==> src/rtl/score_sseg_driver_pkg.sv <==
// Shared constants, segment table and converter state type for the score display.
// Segment codes are active-low gfedcba; the dp bit is added by the driver.
package sseg_pkg;
  localparam int SSEG_DIGITS = 4;
  localparam logic [6:0] SSEG_BLANK = 7'h7F;
  localparam int BCD_MAX = 9999;
  localparam logic [15:0] BCD_MAX_BCD = 16'h9999;

  // Index 0 is the rightmost entry.
  localparam logic [9:0][6:0] SSEG_LUT = {
    7'h10, 7'h00, 7'h78, 7'h02, 7'h12, 7'h19, 7'h30, 7'h24, 7'h79, 7'h40
  };

  typedef enum logic [1:0] {IDLE, SHIFT, DONE} conv_state_t;

  function automatic logic [6:0] seg_encode(input logic [3:0] digit, input logic blank);
    if (blank || digit > 4'd9) return SSEG_BLANK;
    return SSEG_LUT[digit];
  endfunction
endpackage

==> src/rtl/score_sseg_driver_if.sv <==
// Score in, multiplexed seven-segment drive and busy out; blink exists only with SSEG_BLINK_EN.
// No backpressure: score is sampled whenever the converter is idle.
interface score_sseg_driver_if #(parameter int SCORE_W = 8);
  logic [SCORE_W-1:0] score;
  logic [7:0]         sseg_a_to_dp;
  logic [3:0]         sseg_an;
  logic               busy;
`ifdef SSEG_BLINK_EN
  logic               blink;
  modport master (output score, blink, input sseg_a_to_dp, sseg_an, busy);
  modport slave  (input score, blink, output sseg_a_to_dp, sseg_an, busy);
`else
  modport master (output score, input sseg_a_to_dp, sseg_an, busy);
  modport slave  (input score, output sseg_a_to_dp, sseg_an, busy);
`endif
endinterface

==> src/rtl/score_sseg_driver_bin2bcd_seq.sv <==
// Sequential shift-add-3 binary to 4-digit BCD, saturating at 9999.
// Latency: start to done = SCORE_W+1 cycles; start is ignored unless idle.
module bin2bcd_seq
  import sseg_pkg::*;
#(
  parameter int SCORE_W = 8
) (
  input  logic               clk,
  input  logic               rst,
  input  logic               start,
  input  logic [SCORE_W-1:0] value,
  output logic               idle,
  output logic               busy,
  output logic               done,
  output logic [15:0]        bcd
);
  localparam int CNT_W = $clog2(SCORE_W + 1);

  conv_state_t        state, state_nxt;
  logic [SCORE_W-1:0] sh, sh_nxt;
  logic [19:0]        acc, acc_nxt, adj;
  logic [CNT_W-1:0]   cnt, cnt_nxt;

  // Five nibbles so 16-bit inputs (up to 65535) convert before saturation.
  always_comb begin
    adj = acc;
    for (int i = 0; i < 5; i++) begin
      if (acc[4*i +: 4] >= 4'd5) adj[4*i +: 4] = acc[4*i +: 4] + 4'd3;
    end
  end

  always_comb begin
    state_nxt = state;
    sh_nxt    = sh;
    acc_nxt   = acc;
    cnt_nxt   = cnt;
    case (state)
      IDLE: begin
        if (start) begin
          sh_nxt    = value;
          acc_nxt   = '0;
          cnt_nxt   = '0;
          state_nxt = SHIFT;
        end
      end
      SHIFT: begin
        acc_nxt = {adj[18:0], sh[SCORE_W-1]};
        sh_nxt  = sh << 1;
        cnt_nxt = cnt + 1'b1;
        if (cnt == CNT_W'(SCORE_W - 1)) state_nxt = DONE;
      end
      DONE:    state_nxt = IDLE;
      default: state_nxt = IDLE;
    endcase
  end

  always_ff @(posedge clk or posedge rst) begin
    if (rst) begin
      state <= IDLE;
      sh    <= '0;
      acc   <= '0;
      cnt   <= '0;
    end else begin
      state <= state_nxt;
      sh    <= sh_nxt;
      acc   <= acc_nxt;
      cnt   <= cnt_nxt;
    end
  end

  assign idle = (state == IDLE);
  assign busy = (state == SHIFT);
  assign done = (state == DONE);
  assign bcd  = (acc[19:16] != 4'd0) ? BCD_MAX_BCD : acc[15:0];
endmodule

==> src/rtl/score_sseg_driver.sv <==
// Decimal score on a 4-digit multiplexed display with leading-zero blanking; SSEG_BLINK_EN adds blink.
// Latency: score change to new digits SCORE_W+2 cycles, segments one cycle later; no backpressure.
module score_sseg_driver
  import sseg_pkg::*;
#(
  parameter int SCORE_W  = 8,
  parameter int SCAN_DIV = 12500
) (
  input  logic                sys_clk,
  input  logic                reset_p,
  score_sseg_driver_if.slave  bus
);
  localparam int SCAN_W = $clog2(SCAN_DIV);

  logic [SCORE_W-1:0] last, inflight;
  logic               start, conv_idle, conv_busy, conv_done;
  logic [15:0]        conv_bcd, digits;
  logic [SCAN_W-1:0]  scan_cnt;
  logic [1:0]         idx;
  logic               scan_wrap;
  logic [SSEG_DIGITS-1:0] blank;
  logic [3:0]         an_nxt, an_q;
  logic [7:0]         seg_q;

  assign start = conv_idle && (bus.score != last);

  bin2bcd_seq #(.SCORE_W(SCORE_W)) u_conv (
    .clk   (sys_clk),
    .rst   (reset_p),
    .start (start),
    .value (bus.score),
    .idle  (conv_idle),
    .busy  (conv_busy),
    .done  (conv_done),
    .bcd   (conv_bcd)
  );

  // last tracks what is on display, so a change during conversion is caught afterwards.
  always_ff @(posedge sys_clk or posedge reset_p) begin
    if (reset_p) begin
      inflight <= '0;
      last     <= '0;
      digits   <= '0;
    end else begin
      if (start) inflight <= bus.score;
      if (conv_done) begin
        digits <= conv_bcd;
        last   <= inflight;
      end
    end
  end

  assign scan_wrap = (scan_cnt == SCAN_W'(SCAN_DIV - 1));

  always_ff @(posedge sys_clk or posedge reset_p) begin
    if (reset_p) begin
      scan_cnt <= '0;
      idx      <= '0;
    end else begin
      scan_cnt <= scan_wrap ? '0 : scan_cnt + 1'b1;
      if (scan_wrap) idx <= idx + 1'b1;
    end
  end

  assign blank[3] = (digits[15:12] == 4'd0);
  assign blank[2] = blank[3] && (digits[11:8] == 4'd0);
  assign blank[1] = blank[2] && (digits[7:4] == 4'd0);
  assign blank[0] = 1'b0;

`ifdef SSEG_BLINK_EN
  logic [7:0] frame_cnt;

  always_ff @(posedge sys_clk or posedge reset_p) begin
    if (reset_p)                      frame_cnt <= '0;
    else if (scan_wrap && idx == 2'd3) frame_cnt <= frame_cnt + 1'b1;
  end

  assign an_nxt = (bus.blink && frame_cnt[7]) ? 4'b1111 : ~(4'b0001 << idx);
`else
  assign an_nxt = ~(4'b0001 << idx);
`endif

  always_ff @(posedge sys_clk or posedge reset_p) begin
    if (reset_p) begin
      an_q  <= 4'b1111;
      seg_q <= 8'hFF;
    end else begin
      an_q  <= an_nxt;
      seg_q <= {1'b1, seg_encode(digits[4*idx +: 4], blank[idx])};
    end
  end

  assign bus.sseg_an      = an_q;
  assign bus.sseg_a_to_dp = seg_q;
  assign bus.busy         = conv_busy;
endmodule

==> src/flat_wrapper.sv <==
// flat-port wrapper written by rule: the top's interface ports become plain ports
module score_sseg_driver_flat import sseg_pkg::*;
#(
  parameter int SCORE_W  = 8,
  parameter int SCAN_DIV = 12500
)
  (sys_clk, reset_p, bus_score, bus_sseg_a_to_dp, bus_sseg_an, bus_busy);
  score_sseg_driver_if #(.SCORE_W(SCORE_W)) bus_i ();
  input  logic sys_clk;
  input  logic reset_p;
  input wire logic [$bits(bus_i.score)-1:0] bus_score;
  output wire logic [$bits(bus_i.sseg_a_to_dp)-1:0] bus_sseg_a_to_dp;
  output wire logic [$bits(bus_i.sseg_an)-1:0] bus_sseg_an;
  output wire logic [$bits(bus_i.busy)-1:0] bus_busy;
  assign bus_i.score = bus_score;
  assign bus_sseg_a_to_dp = bus_i.sseg_a_to_dp;
  assign bus_sseg_an = bus_i.sseg_an;
  assign bus_busy = bus_i.busy;
  score_sseg_driver #(.SCORE_W(SCORE_W), .SCAN_DIV(SCAN_DIV)) u_core (.sys_clk(sys_clk), .reset_p(reset_p), .bus(bus_i));
endmodule
==> config.mk <==
export PLATFORM = sky130hd
export DESIGN_NAME = score_sseg_driver_flat
export DESIGN_NICKNAME = d
export VERILOG_FILES = /design/src/rtl/score_sseg_driver_pkg.sv /design/src/rtl/score_sseg_driver_if.sv /design/src/rtl/score_sseg_driver_bin2bcd_seq.sv /design/src/rtl/score_sseg_driver.sv /design/src/flat_wrapper.sv
export SDC_FILE = /design/constraint.sdc
export NUM_CORES = 1
export LEC_CHECK = 0
export CAP_MARGIN = 20
export CELL_PAD_IN_SITES_DETAIL_PLACEMENT = 0
export CELL_PAD_IN_SITES_GLOBAL_PLACEMENT = 1
export CORE_MARGIN = 3
export CORE_UTILIZATION = 43
export DETAILED_ROUTE_END_ITERATION = 10
export PLACE_DENSITY = 0.85
export SYNTH_ARGS = -nofsm -noshare
export SYNTH_HDL_FRONTEND = slang
export SYNTH_SLANG_ARGS = --single-unit
==> constraint.sdc <==
create_clock -name sys_clk -period 2.6 [get_ports sys_clk]
set_input_delay 0.39 -clock sys_clk [delete_from_list [all_inputs] [get_ports sys_clk]]
set_output_delay 0.39 -clock sys_clk [all_outputs]
set_load 0.05 [all_outputs]
==> summary.txt <==
Worst setup path
  • R2r worst-path depth: 7
  • Worst path cell trace: mux4_1 > inv_1 > ha_1 > nor2_1 > o21ai_2 > o31a_4 > o211ai_2
  • WP data arrival: 2.42 ns
  • Slowest-stage cell, CP: mux4_1
  • Setup crit end kind: flip-flop
  • RR Endpoint: u_core.bus.sseg_a_to_dp[4]$_DFF_PP1_
  • Critical Path RT: 2.88 ns
  • Startpoint types: flip-flop
  • Top fanout value on the critical path: 9
  • Crit path to: u_core.bus.sseg_a_to_dp[4]$_DFF_PP1_
  • Reg2Reg Setup Slack: 0.47 ns
  • Critical Path Start: u_core.idx[0]$_DFFE_PP0N_
  • Crit-path max cell delay: 0.68 ns
  • R2R Path Start: u_core.idx[0]$_DFFE_PP0N_
  • CP Class: reg2reg

Yosys
  • Dominant cells by area after synthesis: dfrtp_1 (46%), dfstp_2 (6.4%), ha_1 (6.1%)
  • Post-synth cell types: 48
  • EDFF count, synth: 0
  • Yosys top cell area share: 45.5%
  • Sequential fraction of the synthesis area: 52.0%
  • Mean Syn Cell Area: approximately 11 um2
  • Mapped Cells: 411
  • Post-synth top area cell: dfrtp_1
  • Seq cells post-synth: between 90 and 100
  • Syn. warnings: 0
  • Post-Syn Area: 4510 um2
  • Ys flop type: dfrtp_1
  • Post-synth ARST share: between 90% and 100%
  • Synth Net Count: 443

Finish
  • Final non-filler cell total: between 500 and 600
  • Final design area excluding fillers: 5080 um2
  • Net count, final: 465
  • Fraction of layout instances using a drive strength above 1: 13.0%
  • Antenna Cells: 0
  • Layout area overhead: 12.8%

Detailed routing
  • Drt first pass iters: 4
  • Final routed DRC violation total: 0
  • Initial DRC Count: 114
  • Post-route ant nets: 0
  • Vias per cell: 5.32
  • Vias: 3036
  • Final wirelength: 8.44 mm
  • WL/cell: 14.8 um

Floorplanning
  • Die width: 108 um
  • Ports: 23
  • Full die area: 11700 um2
  • Die Ht: 108 um
  • Initial Util: 45.1%
  • Core area: 10000 um2
  • Row count: 36

Flow run
  • Max cap viols: 0

Global routing
  • Largest net degree at the start of global routing: 76
  • Total track usage: 15.1%
  • Remaining Overflow, GRT: 0
  • Initial antenna violation count: 0
  • Met3 GRT Util: under 10%
  • Met2 Track Usage GR: 22.7%
  • Most Used Layer, Global Route: met2
  • Met1 Use GR: about 22%
  • Vias in the first global route: 2983
  • First-pass GRT wire length: 14.2 mm

CTS
  • CTS Root Cell: clkbuf_8
  • Post CTS Setup Buffer Count: 0
  • Sink Count: 93
  • CTS tree: yes
  • H-tree Lvls: 3
  • PostCTS Resize Cnt: 0
  • Skew-Pair Late Insertion Delay: ~0.35 ns
  • Clock buffer count from CTS: 9
  • Hold_buf cts: 0
  • Clock Path Buffers: 2
  • Clock Pin Slew Worst Setup and Hold Paths: 0.10 ns

Place
  • Dpl hpwl: 5.72 mm
  • Area after DPL: 4880 um2
  • Placed cell count: 555
  • Place WS: 0.197 ns
  • Buffers added on ports: 21
  • GP Congestion: 0.790

STA
  • Tmin final: 2.13 ns
  • Final setup margin: 0.468 ns
  • Maximum clock rate: 0.469 GHz
  • Slew HR: 45.8%
  • Setup tns final: 0 ns
  • Final Hold Viols: 0
  • Max Slew Vio Count: 0
  • Clock skew: 0.0136 ns
  • Setup violators final: 0
  • Unrepaired setup endpoints after global routing: no
  • WHS: 0.376 ns
  • Measured slew at the worst slew-check pin: 0.813 ns
  • Tcrit/Tclk final: about 80%

Status
  • Status: finished clean

Pwr
  • PwrDens: 1090 nW/um2
  • Peak VDD IR: approximately 520 uV
  • Leakage power: 2.31 nW

Worst hold path
  • Worst Hold Class: in2async
state kept, by name, summed over array words and instances (netlist names):
signal                   flops
u_core.bus.sseg_a_to_dp      7
u_core.u_conv.acc           20
u_core.idx                   2
u_core.scan_cnt             14
u_core.digits               16
u_core.u_conv.sh             8
u_core.u_conv.cnt            4
u_core.bus.sseg_an           4
u_core.last                  8
u_core.u_conv.state          2
u_core.inflight              8
layer usage:
layer | share of wire, % | vias up
li1 | - | 1460
met2 | 46 | 45
met3 | 2.8 | 8
met1 | 50 | 1523
met5 | 0 | -
met4 | 1.2 | 0
layout make-up:
cell class                      instances  area (um2)
Inverter                               25        97.6
Tap cell                              133         166
Sequential cell                        93        2340
Clock buffer                            9         124
Fill cell                             912        4920
Multi-Input combinational cell        276        1990
Clock inverter                          7        75.1
Timing Repair Buffer                   28         285
power by group:
group          switching (mW)  internal (mW)
sequential              0.382           1.98
clock                   0.528          0.450
combinational            1.18           1.01
how the worst min path moves through the flow:
stage | end | depth (start not counted)
finish | u_core.scan_cnt[12]$_DFF_PP0_ | 2
global placement | u_core.scan_cnt[0]$_DFF_PP0_ | 1
CTS | u_core.scan_cnt[12]$_DFF_PP0_ | 2
floorplan | u_core.scan_cnt[0]$_DFF_PP0_ | 1
detailed placement | u_core.scan_cnt[0]$_DFF_PP0_ | 1
global route | u_core.scan_cnt[12]$_DFF_PP0_ | 2
cell families after synthesis:
group	Yosys count	synth area share, %
other cells	1	0.0832
xor+xnor	28	5.44
fa+ha+maj	22	6.11
mux	21	6.44
compound gates	75	11.7
flops	93	52.0
buf+inv	42	3.92
simple gates	129	14.3
metrics by stage:
| step | utilization (%) | total power [mW] |
|---|---|---|
| floorplan | - | 4.00 |
| global placement | 48.8 | 4.48 |
| detailed placement | 48.8 | 4.57 |
| CTS | 50.8 | 5.56 |
| global route | 50.8 | 5.91 |
| finish | 50.8 | 5.52 |
cells in the mapped netlist (all sizes together), types with 8 or more instances:
master / number
and3: 8
buf: 10
nor2: 18
xnor2: 21
ha: 22
nand2b: 8
and2: 9
a21oi: 14
dfstp: 11
o21ai: 18
dfrtp: 82
nand2: 57
inv: 25
o22ai: 10
mux2: 15
layout by cell type (no fill, tap or decap), drive strengths merged, types with 5 or more instances in the layout:
cell and n:
nor2 18, nand2 57, a22o 7, xor2 7
inv 25, nand2b 8, a21oi 14, clkdlybuf4s50 20
and3 8, o21ai 18, o22ai 10, mux2 15
a211o 5, clkbuf 9, dfstp 11, dfrtp 82
a221o 7, ha 22, and2 9, nor4b 6
buf 8, xnor2 21, nand3 6
worst max-delay path: cells and delay by family, from the launching register on:
kind / cells / cell delay, ns
multiplexers: 1 / 0.68
AO/OA/AOI/OAI: 3 / 0.41
AND/OR/NAND/NOR: 1 / 0.06
flip-flops: 1 / 0.56
buffers and inverters: 1 / 0.15
adder cells (fa/ha/maj): 1 / 0.20
Power figures use the tool's default switching activity.
